### config.mk
export PLATFORM = sky130hd
export DESIGN_NAME = alu_design
export DESIGN_NICKNAME = d
export VERILOG_FILES = /design/src/rtl/alu_design.sv
export SDC_FILE = /design/constraint.sdc
export NUM_CORES = 1
export LEC_CHECK = 0
export ABC_CLOCK_PERIOD_IN_PS = 7000
export CORE_ASPECT_RATIO = 1.75
export CORE_UTILIZATION = 60
export CTS_CLUSTER_SIZE = 14
export DETAILED_ROUTE_END_ITERATION = 16
export PLACE_DENSITY_LB_ADDON = 0.08
export SLEW_MARGIN = 20
export SYNTH_ARGS = -nofsm -noshare
export SYNTH_HDL_FRONTEND = slang
export SYNTH_SLANG_ARGS = --single-unit
### constraint.sdc
create_clock -name clk -period 7 [get_ports clk]
set_clock_uncertainty 0.05 [all_clocks]
set_input_delay 2.1 -clock clk [delete_from_list [all_inputs] [get_ports clk]]
set_output_delay 2.1 -clock clk [all_outputs]
set_load 0.05 [all_outputs]
### src/rtl/alu_design.sv
// Registered ALU with arithmetic and logical command sets. Two-operand commands
// may receive their operands in separate cycles. Multiplies add one cycle of latency.
module alu_design #(
    parameter int N     = 8,
    parameter int CMD_W = 4
) (
    input  logic             clk,
    input  logic             rst_n,
    input  logic [N-1:0]     opa,
    input  logic [N-1:0]     opb,
    input  logic             cin,
    input  logic             ce,
    input  logic             mode,
    input  logic [CMD_W-1:0] cmd,
    input  logic [1:0]       inp_valid,
    output logic [2*N-1:0]   res,
    output logic             cout,
    output logic             oflow,
    output logic             g,
    output logic             l,
    output logic             e,
    output logic             err
);

    localparam int SH_W = $clog2(N);
    localparam int OUT_W = 2*N + 6;

    localparam logic [1:0] ST_IDLE = 2'd0;
    localparam logic [1:0] ST_WAIT = 2'd1;
    localparam logic [1:0] ST_MUL  = 2'd2;

    localparam logic [1:0] SEL_ALU = 2'd0;
    localparam logic [1:0] SEL_ERR = 2'd1;
    localparam logic [1:0] SEL_MUL = 2'd2;

    function automatic logic need_a_f(input logic m, input logic [CMD_W-1:0] c);
        if (m) return (c == 4'd4) || (c == 4'd5);
        else   return (c == 4'd6) || (c == 4'd8) || (c == 4'd9);
    endfunction

    function automatic logic need_b_f(input logic m, input logic [CMD_W-1:0] c);
        if (m) return (c == 4'd6) || (c == 4'd7);
        else   return (c == 4'd7) || (c == 4'd10) || (c == 4'd11);
    endfunction

    function automatic logic two_op_f(input logic m, input logic [CMD_W-1:0] c);
        if (m) return (c <= 4'd3) || ((c >= 4'd8) && (c <= 4'd12));
        else   return (c <= 4'd5) || (c == 4'd12) || (c == 4'd13);
    endfunction

    function automatic logic is_mul_f(input logic m, input logic [CMD_W-1:0] c);
        return m && ((c == 4'd9) || (c == 4'd10));
    endfunction

    logic [1:0]       state_r, state_nxt_s;
    logic [3:0]       cnt_r, cnt_nxt_s;
    logic [N-1:0]     a_r, b_r;
    logic [CMD_W-1:0] cmd_r;
    logic             mode_r, cin_r, wait_b_r;
    logic [2*N-1:0]   mul_res_r;
    logic [OUT_W-1:0] out_r, out_nxt_s;

    logic             latch_s, mul_cap_s, out_ld_s, partner_s, missing_s;
    logic [1:0]       out_sel_s;

    logic             sel_mode_s, sel_cin_s;
    logic [CMD_W-1:0] sel_cmd_s;
    logic [N-1:0]     sel_a_s, sel_b_s;

    logic [2*N-1:0]   alu_res_s;
    logic             alu_cout_s, alu_oflow_s, alu_g_s, alu_l_s, alu_e_s, alu_err_s;
    logic [N:0]       wide_s;
    logic [N-1:0]     narrow_s;
    logic [2*N-1:0]   rot_s;
    logic [SH_W-1:0]  sh_s;
    logic             rot_err_s;

    assign partner_s = wait_b_r ? inp_valid[1] : inp_valid[0];
    assign missing_s = (need_a_f(mode, cmd) && !inp_valid[0]) ||
                       (need_b_f(mode, cmd) && !inp_valid[1]);

    // Operand source: live inputs when idle, latched half plus arriving half while waiting
    always_comb begin
        if (state_r == ST_WAIT) begin
            sel_mode_s = mode_r;
            sel_cmd_s  = cmd_r;
            sel_cin_s  = cin_r;
            sel_a_s    = wait_b_r ? a_r : opa;
            sel_b_s    = wait_b_r ? opb : b_r;
        end else begin
            sel_mode_s = mode;
            sel_cmd_s  = cmd;
            sel_cin_s  = cin;
            sel_a_s    = opa;
            sel_b_s    = opb;
        end
    end

    // Combinational ALU core
    always_comb begin
        alu_res_s   = '0;
        alu_cout_s  = 1'b0;
        alu_oflow_s = 1'b0;
        alu_g_s     = 1'b0;
        alu_l_s     = 1'b0;
        alu_e_s     = 1'b0;
        alu_err_s   = 1'b0;
        wide_s      = '0;
        narrow_s    = '0;
        rot_s       = '0;
        sh_s        = sel_b_s[SH_W-1:0];
        rot_err_s   = (sel_b_s >> SH_W) != '0;
        if (sel_mode_s) begin
            case (sel_cmd_s)
                4'd0: begin
                    wide_s     = {1'b0, sel_a_s} + {1'b0, sel_b_s};
                    alu_res_s  = (2*N)'(wide_s);
                    alu_cout_s = wide_s[N];
                end
                4'd1: begin
                    narrow_s    = sel_a_s - sel_b_s;
                    alu_res_s   = (2*N)'(narrow_s);
                    alu_oflow_s = sel_a_s < sel_b_s;
                end
                4'd2: begin
                    wide_s     = {1'b0, sel_a_s} + {1'b0, sel_b_s} + {{N{1'b0}}, sel_cin_s};
                    alu_res_s  = (2*N)'(wide_s);
                    alu_cout_s = wide_s[N];
                end
                4'd3: begin
                    narrow_s    = sel_a_s - sel_b_s - {{(N-1){1'b0}}, sel_cin_s};
                    alu_res_s   = (2*N)'(narrow_s);
                    alu_oflow_s = {1'b0, sel_a_s} < ({1'b0, sel_b_s} + {{N{1'b0}}, sel_cin_s});
                end
                4'd4: begin
                    wide_s     = {1'b0, sel_a_s} + {{N{1'b0}}, 1'b1};
                    alu_res_s  = (2*N)'(wide_s);
                    alu_cout_s = wide_s[N];
                end
                4'd5: begin
                    narrow_s  = sel_a_s - {{(N-1){1'b0}}, 1'b1};
                    alu_res_s = (2*N)'(narrow_s);
                end
                4'd6: begin
                    wide_s     = {1'b0, sel_b_s} + {{N{1'b0}}, 1'b1};
                    alu_res_s  = (2*N)'(wide_s);
                    alu_cout_s = wide_s[N];
                end
                4'd7: begin
                    narrow_s  = sel_b_s - {{(N-1){1'b0}}, 1'b1};
                    alu_res_s = (2*N)'(narrow_s);
                end
                4'd8: begin
                    alu_g_s = sel_a_s > sel_b_s;
                    alu_l_s = sel_a_s < sel_b_s;
                    alu_e_s = sel_a_s == sel_b_s;
                end
                4'd9: alu_res_s = ((2*N)'(sel_a_s) + (2*N)'(1'b1)) * ((2*N)'(sel_b_s) + (2*N)'(1'b1));
                4'd10: alu_res_s = (2*N)'({sel_a_s, 1'b0}) * (2*N)'(sel_b_s);
                4'd11: begin
                    narrow_s    = sel_a_s + sel_b_s;
                    alu_res_s   = (2*N)'(narrow_s);
                    alu_oflow_s = (sel_a_s[N-1] == sel_b_s[N-1]) && (narrow_s[N-1] != sel_a_s[N-1]);
                    alu_g_s     = $signed(sel_a_s) > $signed(sel_b_s);
                    alu_l_s     = $signed(sel_a_s) < $signed(sel_b_s);
                    alu_e_s     = sel_a_s == sel_b_s;
                end
                4'd12: begin
                    narrow_s    = sel_a_s - sel_b_s;
                    alu_res_s   = (2*N)'(narrow_s);
                    alu_oflow_s = (sel_a_s[N-1] != sel_b_s[N-1]) && (narrow_s[N-1] != sel_a_s[N-1]);
                    alu_g_s     = $signed(sel_a_s) > $signed(sel_b_s);
                    alu_l_s     = $signed(sel_a_s) < $signed(sel_b_s);
                    alu_e_s     = sel_a_s == sel_b_s;
                end
                default: alu_err_s = 1'b1;
            endcase
        end else begin
            case (sel_cmd_s)
                4'd0:  narrow_s = sel_a_s & sel_b_s;
                4'd1:  narrow_s = ~(sel_a_s & sel_b_s);
                4'd2:  narrow_s = sel_a_s | sel_b_s;
                4'd3:  narrow_s = ~(sel_a_s | sel_b_s);
                4'd4:  narrow_s = sel_a_s ^ sel_b_s;
                4'd5:  narrow_s = ~(sel_a_s ^ sel_b_s);
                4'd6:  narrow_s = ~sel_a_s;
                4'd7:  narrow_s = ~sel_b_s;
                4'd8:  narrow_s = sel_a_s >> 1'b1;
                4'd9:  narrow_s = sel_a_s << 1'b1;
                4'd10: narrow_s = sel_b_s >> 1'b1;
                4'd11: narrow_s = sel_b_s << 1'b1;
                4'd12: begin
                    rot_s     = {sel_a_s, sel_a_s} << sh_s;
                    narrow_s  = rot_s[2*N-1:N];
                    alu_err_s = rot_err_s;
                end
                4'd13: begin
                    rot_s     = {sel_a_s, sel_a_s} >> sh_s;
                    narrow_s  = rot_s[N-1:0];
                    alu_err_s = rot_err_s;
                end
                default: alu_err_s = 1'b1;
            endcase
            alu_res_s = (2*N)'(narrow_s);
        end
    end

    // Sequencing: idle issue, split-operand wait with 16-cycle window, multiply delay
    always_comb begin
        state_nxt_s = state_r;
        cnt_nxt_s   = cnt_r;
        latch_s     = 1'b0;
        mul_cap_s   = 1'b0;
        out_ld_s    = 1'b0;
        out_sel_s   = SEL_ALU;
        case (state_r)
            ST_IDLE: begin
                if (inp_valid == 2'b00) begin
                    state_nxt_s = ST_IDLE;
                end else if (two_op_f(mode, cmd) && (inp_valid != 2'b11)) begin
                    latch_s     = 1'b1;
                    cnt_nxt_s   = 4'd1;
                    state_nxt_s = ST_WAIT;
                end else if (missing_s) begin
                    out_ld_s  = 1'b1;
                    out_sel_s = SEL_ERR;
                end else if (is_mul_f(mode, cmd)) begin
                    mul_cap_s   = 1'b1;
                    state_nxt_s = ST_MUL;
                end else begin
                    out_ld_s = 1'b1;
                end
            end
            ST_WAIT: begin
                if (partner_s) begin
                    if (is_mul_f(mode_r, cmd_r)) begin
                        mul_cap_s   = 1'b1;
                        state_nxt_s = ST_MUL;
                    end else begin
                        out_ld_s    = 1'b1;
                        state_nxt_s = ST_IDLE;
                    end
                end else if (cnt_r == 4'd15) begin
                    out_ld_s    = 1'b1;
                    out_sel_s   = SEL_ERR;
                    state_nxt_s = ST_IDLE;
                end else begin
                    cnt_nxt_s = cnt_r + 4'd1;
                end
            end
            ST_MUL: begin
                out_ld_s    = 1'b1;
                out_sel_s   = SEL_MUL;
                state_nxt_s = ST_IDLE;
            end
            default: state_nxt_s = ST_IDLE;
        endcase
    end

    // Next output word {res, cout, oflow, g, l, e, err}
    always_comb begin
        case (out_sel_s)
            SEL_ALU: out_nxt_s = {alu_res_s, alu_cout_s, alu_oflow_s, alu_g_s, alu_l_s, alu_e_s, alu_err_s};
            SEL_ERR: out_nxt_s = {{(2*N){1'b0}}, 6'b000001};
            SEL_MUL: out_nxt_s = {mul_res_r, 6'b000000};
            default: out_nxt_s = '0;
        endcase
    end

    // State, operand latches and output register; ce=0 freezes everything
    always_ff @(posedge clk or negedge rst_n) begin
        if (!rst_n) begin
            state_r   <= ST_IDLE;
            cnt_r     <= 4'd0;
            a_r       <= '0;
            b_r       <= '0;
            cmd_r     <= '0;
            mode_r    <= 1'b0;
            cin_r     <= 1'b0;
            wait_b_r  <= 1'b0;
            mul_res_r <= '0;
            out_r     <= '0;
        end else if (ce) begin
            state_r <= state_nxt_s;
            cnt_r   <= cnt_nxt_s;
            if (latch_s) begin
                a_r      <= opa;
                b_r      <= opb;
                cmd_r    <= cmd;
                mode_r   <= mode;
                cin_r    <= cin;
                wait_b_r <= inp_valid[0];
            end
            if (mul_cap_s) begin
                mul_res_r <= alu_res_s;
            end
            if (out_ld_s) begin
                out_r <= out_nxt_s;
            end
        end
    end

    assign {res, cout, oflow, g, l, e, err} = out_r;

endmodule

==> results.sh, run 1 <==
export IMPL_synth_main_ff_cell="dfrtp_1"
export IMPL_root_buffer="clkbuf_16"
export IMPL_gr_total_overflow=2
export IMPL_synth_edff_count=0
export IMPL_cts_max_path_buffers=2
export IMPL_port_buffers=48
export IMPL_cts_max_level=3
export IMPL_synth_top_cell_area_share=0.1454
export IMPL_syn_area_per_cell_um2=8.213
export IMPL_yosysWarnings=0
export IMPL_io_pins=49
export IMPL_num_rows=67
export IMPL_gr_usage_all_layers=0.5843
export IMPL_die_h_um=187.9
export IMPL_syn_area_um2=11840
export IMPL_postGrtWorstEndpoint="mul_res_r[15]$_DFFE_PN0P_/D"
export IMPL_stop_stage="5_1_grt"
export IMPL_yosysTopAreaCell="fa_1"
export IMPL_ys_ff_latch=67
export IMPL_cts_hold_buf=0
export IMPL_async_flop_share=1.000
export IMPL_syn_inst=1442
export IMPL_start_util=0.6143
export IMPL_mappedNetlistNets=1661
export IMPL_ys_types=91
export IMPL_grt_max_degree=68
export IMPL_status="did not finish"
export IMPL_synth_common_cells="nand2_1, inv_1, nor2_1, ha_1, fa_1"
export IMPL_dpl_cell_count=1832
export IMPL_gp_congestion=1.076
export IMPL_error="[ERROR GRT-0232] Routing congestion too high. Check the congestion heatmap in the GUI."
export IMPL_worst_endpoint_kind="register data pin"
export IMPL_yosysSeqAreaShare=0.1416
export IMPL_ys_top_cells_by_area="fa_1, dfrtp_1, ha_1, nand2_1, inv_1"
export IMPL_cts_buffers=9
export IMPL_dp_hpwl_mm=37.32
export IMPL_yosysMostFrequentCell="nand2_1"
export IMPL_cts_sinks=67
export IMPL_die_w_um=108.2
==> kinds of logic after synthesis <==
group,share of synthesized area
XOR/XNOR,0.06571
adder cells (fa/ha/maj),0.2582
buffers and inverters,0.08325
multiplexers,0.09096
AO/OA/AOI/OAI,0.1690
AND/OR/NAND/NOR,0.1913
flip-flops,0.1416
==> what timing repair did <==
item / in CTS
resized for setup: 58
endpoints found under the setup margin: 17
buffers inserted: 10
pin swaps: 30
==> through the flow <==
| stage | hold WS [ns] | setup slack [ns] | cell area, µm² |
|---|---|---|---|
| after CTS | 0.4183 | 0.003795 | 14210 |
| after detailed placement | 0.4056 | -0.8165 | 13730 |
| after global placement | 0.4013 | -0.6509 | 13730 |
| after floorplan | 0.3918 | 0.005227 | 12060 |
==> per-layer routing <==
layer  overflow  track usage
met3          0       0.2927
met2          2       0.8466
met4          0       0.5969
met1          0       0.5746
met5          0      0.04337
==> run 2: changes to the inputs <==
--- a/config.mk
+++ b/config.mk
@@ -6,11 +6,9 @@
 export NUM_CORES = 1
 export LEC_CHECK = 0
 export ABC_CLOCK_PERIOD_IN_PS = 7000
-export CORE_ASPECT_RATIO = 1.75
-export CORE_UTILIZATION = 60
-export CTS_CLUSTER_SIZE = 14
+export CORE_UTILIZATION = 40
 export DETAILED_ROUTE_END_ITERATION = 16
-export PLACE_DENSITY_LB_ADDON = 0.08
+export PLACE_DENSITY_LB_ADDON = 0.15
 export SLEW_MARGIN = 20
 export SYNTH_ARGS = -nofsm -noshare
 export SYNTH_HDL_FRONTEND = slang
==> run 2 against run 1 <==
The run now ends clean. Synthesized area stayed put. Synthesized cell count unchanged.
==> results.sh, run 2 <==
export IMPL_status="completed"
export IMPL_ant_nets=0
export IMPL_setup_violations=0
export IMPL_largest_reg_flops=22
export IMPL_min_to="out_r[18]"
export IMPL_grt_max_degree=68
export IMPL_synth_simple_area_share=0.1913
export IMPL_drtPass1Iterations=9
export IMPL_dp_hpwl_mm=34.99
export IMPL_hold_class="reg -> reg"
export IMPL_grt_pass1_wl_mm=69.23
export IMPL_final_util=0.5093
export IMPL_syn_inst=1442
export IMPL_synth_edff_count=0
export IMPL_gp_congestion=1.017
export IMPL_tritoncts="built"
export IMPL_drive_above_1_share=0.2365
export IMPL_synth_mux_area_frac=0.09096
export IMPL_yosysMostFrequentCell="nand2_1"
export IMPL_drc=0
export IMPL_worstMarginPinSlew_ns=0.9893
export IMPL_wl_met2_mm=20.80
export IMPL_core_um2=28940
export IMPL_synth_fa_ha_area_frac=0.2582
export IMPL_synth_xor_area_frac=0.06571
export IMPL_die_area_um2=30300
export IMPL_yosysWarnings=0
export IMPL_slew_violations=0
export IMPL_synth_top_family_by_area="adder cells"
export IMPL_stdcell_count=2008
export IMPL_synth_common_cells="nand2_1, inv_1, nor2_1, ha_1, fa_1"
export IMPL_clk_pin_slew_ns=0.06
export IMPL_hold_path_cell_count=2
export IMPL_regMostFlops="out_r"
export IMPL_cts_sinks=67
export IMPL_port_buffers=48
export IMPL_required_ns=7.15
export IMPL_r2r_setup_slack_ns=0.65
export IMPL_die_w_um=174.1
export IMPL_relSlewSlack=0.3380
export IMPL_synthToLayoutAreaGrowth_pct=24.43
export IMPL_antennaDiodeCount=0
export IMPL_highest_signal_layer="met4"
export IMPL_synth_compound_area_frac=0.1690
export IMPL_syn_area_per_cell_um2=8.213
export IMPL_drt_met1_wl_mm=18.87
export IMPL_clk_latency_ns=0.36
export IMPL_synth_main_ff_cell="dfrtp_1"
export IMPL_dpl_cell_count=1976
export IMPL_cts_max_path_buffers=2
export IMPL_mappedNetlistNets=1661
export IMPL_cts_buffers=9
export IMPL_cpMaxStageDelayCell="fa_1"
export IMPL_wl_mm=44.52
export IMPL_worstSetupStartpoint="opb[0]"
export IMPL_layout_common_cells="buf_4, nand2_1, nor2_1"
export IMPL_start_util=0.4093
export IMPL_die_h_um=174.1
export IMPL_fin_nets=1838
export IMPL_placedInstanceArea_um2=13930
export IMPL_async_flop_share=1.000
export IMPL_r2r_cells=24
export IMPL_cp_end_kind="flip-flop"
export IMPL_finalInstanceArea_um2=14740
export IMPL_synth_top_cell_area_share=0.1454
export IMPL_cap_violations=0
export IMPL_yosysSeqAreaShare=0.1416
export IMPL_met3_length_mm=2.742
export IMPL_via_per_inst=5.745
export IMPL_critical_path_class="in -> reg"
export IMPL_yosysTopAreaCell="fa_1"
export IMPL_timing_final_crit_period_ns=6.821
export IMPL_min_period_over_period=0.9744
export IMPL_crit_arrival_ns=6.97
export IMPL_ys_ff_latch=67
export IMPL_final_common_cell="buf_4"
export IMPL_cp_max_fo=4
export IMPL_grt_pass1_vias=11520
export IMPL_rr_startpoint="wait_b_r"
export IMPL_num_rows=62
export IMPL_cts_max_level=3
export IMPL_max_freq_mhz=146.6
export IMPL_num_vias=11540
export IMPL_worstReg2RegEnd="mul_res_r[15]"
export IMPL_io_pins=49
export IMPL_wire_per_inst_um=22.17
export IMPL_cpPeakStageDelay_ns=0.54
export IMPL_ys_types=91
export IMPL_startpoint_type="input port"
export IMPL_hold_viol_final=0
export IMPL_holdCritStartpoint="out_r[18]"
export IMPL_gr_usage_all_layers=0.3004
export IMPL_gr_total_overflow=0
export IMPL_root_buffer="clkbuf_16"
export IMPL_antenna_found_initial=0
export IMPL_drtIter0Drc=901
export IMPL_syn_area_um2=11840
export IMPL_ys_top_cells_by_area="fa_1, dfrtp_1, ha_1, nand2_1, inv_1"
export IMPL_reg_top3="out_r: 22 flops, mul_res_r: 16 flops"
export IMPL_hold_ws_ns=0.4135
## run 2: cell counts after synthesis
Identical to the previous run, type by type.
## run 2: critical path: cells and delay by family
family | cells | cell delay (ns)
AOI/OAI and AO/OA | 6 | 1.07
xor gates and xnor gates | 2 | 0.26
adders and majority gates | 7 | 2.26
buffers and inverters | 9 | 1.04
muxes | 1 | 0.19
and+or+nand+nor | 1 | 0.05
## run 2: metal layers
metal / vias up / GRT usage
li1: 5328 / -
met1: 5652 / 0.3888
met2: 437 / 0.4978
met3: 118 / 0.04134
met4: 0 / 0.1338
met5: - / 0
## run 2: worst max-delay path by stage
stage | to | slack, ns | cells past startpoint
floorplan | mul_res_r[14] | 0.005 | 24
global placement | mul_res_r[7] | -0.67 | 22
detailed placement | mul_res_r[8] | -0.70 | 26
CTS | mul_res_r[8] | 0.01 | 24
global route | mul_res_r[7] | -0.02 | 24
finish | mul_res_r[8] | 0.18 | 26
## run 2: kinds of logic after synthesis
family / count (synthesis)
buf+inv: 226
compound gates: 301
mux: 92
simple gates: 481
xor+xnor: 82
flops: 67
fa+ha+maj: 193
## run 2: per-stage QoR
step                      setup slack [ns]  setup TNS, ns
after floorplan                   0.005227              0
after global placement             -0.6663         -9.944
after detailed placement           -0.7013         -10.69
after CTS                          0.01404              0
after global routing              -0.01861       -0.03908
final                               0.1789              0
## run 2: timing repair
item,in CTS,in global routing
pin swaps,24,53
setup buffers,8,9
hold buffers,0,0
endpoints found under the setup margin,16,17
resized for setup,53,77
## run 2: cell type report
cell class	count	area [µm²]
clock buffer	10	229.0
clock inverter	6	90.09
fill	2776	14200
inverter	162	619.3
multi-input combinational	1149	9741
sequential	67	1677
tap	384	480.5
timing repair buffer	230	1902
Power of run 2 is left out: the tool's default activity adds up to more than one toggle a clock period on the data nets, which glitch-free logic cannot reach.
==> run 3: changes to the inputs <==
--- a/config.mk
+++ b/config.mk
@@ -6,7 +6,7 @@
 export NUM_CORES = 1
 export LEC_CHECK = 0
 export ABC_CLOCK_PERIOD_IN_PS = 7000
-export CORE_UTILIZATION = 40
+export CORE_UTILIZATION = 60
 export DETAILED_ROUTE_END_ITERATION = 16
 export PLACE_DENSITY_LB_ADDON = 0.15
 export SLEW_MARGIN = 20
==> run 3 against run 2 <==
The flow now finishes with violations (negative setup slack). Core utilization grew 24 points. Non-clock buffer count shrank 2. Routed wire length grew 1.7%. Design area shrank 1.9%. Largest cell class unchanged. Hold slack lost 0.0019 ns. Die area shrank 33%. Count of clock-buffer cells in the layout grew 1. Final cell count shrank 6.0%. Flip-flop and latch count is the same. First-iteration DRC count grew 67%. Via count grew 5.9%.
==> results.sh, run 3 (same netlist as run 2, synthesis figures left out) <==
export IMPL_layout_common_cells="buf_4, nand2_1, inv_1"
export IMPL_reg_top3="out_r: 22 flops, mul_res_r: 16 flops"
export IMPL_hold_class="reg -> reg"
export IMPL_wire_per_inst_um=23.99
export IMPL_antennaDiodeCount=0
export IMPL_required_ns=7.22
export IMPL_dpl_cell_count=1848
export IMPL_synthToLayoutAreaGrowth_pct=22.09
export IMPL_die_w_um=142.5
export IMPL_holdCritStartpoint="out_r[20]"
export IMPL_stdcell_count=1887
export IMPL_finalInstanceArea_um2=14460
export IMPL_drtIter0Drc=1504
export IMPL_gr_usage_all_layers=0.4492
export IMPL_die_area_um2=20310
export IMPL_slew_violations=0
export IMPL_io_pins=49
export IMPL_violations="negative setup slack"
export IMPL_antenna_found_initial=1
export IMPL_dp_hpwl_mm=33.71
export IMPL_cp_max_fo=4
export IMPL_drtPass1Iterations=11
export IMPL_r2r_setup_slack_ns=0.69
export IMPL_grt_use_met2=0.6803
export IMPL_hold_viol_final=0
export IMPL_min_period_over_period=1.011
export IMPL_critical_path_class="in -> reg"
export IMPL_cts_hold_buf=0
export IMPL_gp_congestion=1.126
export IMPL_final_util=0.7454
export IMPL_fin_nets=1836
export IMPL_ant_nets=0
export IMPL_status="complete, but fails checks"
export IMPL_regMostFlops="out_r"
export IMPL_num_rows=51
export IMPL_cts_sinks=67
export IMPL_clk_latency_ns=0.36
export IMPL_startpoint_type="input port"
export IMPL_tritoncts="built"
export IMPL_cts_max_level=3
export IMPL_worstReg2RegEnd="mul_res_r[13]"
export IMPL_grt_max_degree=68
export IMPL_wl_mm=45.28
export IMPL_fill_cells=1426
export IMPL_cp_end_kind="flip-flop"
export IMPL_grt_pass1_wl_mm=67.39
export IMPL_via_per_inst=6.475
export IMPL_num_vias=12220
export IMPL_placedInstanceArea_um2=13700
export IMPL_grtUsageMet1=0.5486
export IMPL_worst_slack_ns=-0.07779
export IMPL_cts_buffers=9
export IMPL_r2r_cells=23
export IMPL_timing_final_crit_period_ns=7.078
export IMPL_worstMarginPinSlew_ns=1.135
export IMPL_setup_tns_ns=-0.2726
export IMPL_cap_violations=0
export IMPL_rr_startpoint="state_r[1]"
export IMPL_root_buffer="clkbuf_16"
export IMPL_cts_max_path_buffers=2
export IMPL_min_to="out_r[20]"
export IMPL_max_freq_mhz=141.3
export IMPL_port_buffers=48
export IMPL_met3_usage=0.1524
export IMPL_start_util=0.6106
export IMPL_clk_pin_slew_ns=0.06
export IMPL_drc=0
export IMPL_core_um2=19400
export IMPL_grt_pass1_vias=11870
export IMPL_final_common_cell="buf_4"
export IMPL_drive_above_1_share=0.2238
export IMPL_setup_violations=6
export IMPL_gr_total_overflow=0
export IMPL_crit_arrival_ns=7.30
export IMPL_largest_reg_flops=22
export IMPL_relSlewSlack=0.2408
export IMPL_die_h_um=142.5
export IMPL_hold_path_cell_count=2
export IMPL_busiest_layer="met2"
run 3: area by class of cell:
cell class,count,area [µm²],area share
timing repair buffer,228,1863,0.1288
inverter,162,619.3,0.04283
tap,265,331.6,0.02293
multi-input combinational,1149,9659,0.6680
clock buffer,11,232.7,0.01609
sequential,67,1677,0.1159
clock inverter,5,77.57,0.005365
run 3: worst max path at each step:
stage                 from            end  slack (ns)
finish              opa[2]  mul_res_r[13]       -0.08
global placement    opa[1]   mul_res_r[7]       -0.62
detailed placement  opa[1]   mul_res_r[7]       -0.75
floorplan           opa[1]  mul_res_r[14]       0.005
global route        opa[2]  mul_res_r[13]       -0.27
CTS                 opa[6]  mul_res_r[14]       0.007
run 3: through the flow:
step	hold slack (ns)	setup slack [ns]
2_1_floorplan	0.3918	0.005227
3_3_place_gp	0.4009	-0.6154
3_5_place_dp	0.4048	-0.7542
4_1_cts	0.4173	0.006749
5_1_grt	0.4335	-0.2732
6_report	0.4117	-0.07779
run 3: timing repair:
action                                  4_1_cts  5_1_grt
resized for setup                            45       53
pin swaps                                    27       30
endpoints found under the setup margin       16       17
setup buffers                                16        7
run 3: critical path, stage by stage:
cell and delay [ns]:
clkbuf_2 0.12, buf_4 0.12, nand4_1 0.11, a21oi_2 0.37
o21ai_4 0.14, buf_4 0.19, or3_4 0.36, or2_4 0.24
fa_2 0.35, inv_2 0.06, fa_1 0.43, fa_1 0.53
inv_1 0.06, fa_1 0.53, inv_1 0.06, ha_4 0.25
or2_2 0.29, a21oi_2 0.15, a21oi_1 0.08, a21o_1 0.20
a21oi_2 0.15, xnor2_1 0.14, a22oi_1 0.08, o21ai_1 0.16
run 3: metal layers:
metal / wire length (µm) / vias to the layer above
met5: 0 / -
met4: 3802 / 0
met3: 5606 / 277
met2: 19160 / 780
met1: 16710 / 5826
li1: - / 5335
Power of run 3 is left out for the same reason.
==> run 4: changes to the inputs <==
==> constraint.sdc (replaced) <==
create_clock -name clk -period 7 [get_ports clk]
set_clock_uncertainty 0.05 [all_clocks]
set_input_delay 2.1 -clock clk [delete_from_list [all_inputs] [get_ports clk]]
set_output_delay 2.1 -clock clk [all_outputs]
set_load 0.02 [all_outputs]
==> results of run 4 <==
Same layout as run 3: the final DEF is identical, and so are final timing and power.
Power of run 4 is left out for the same reason.
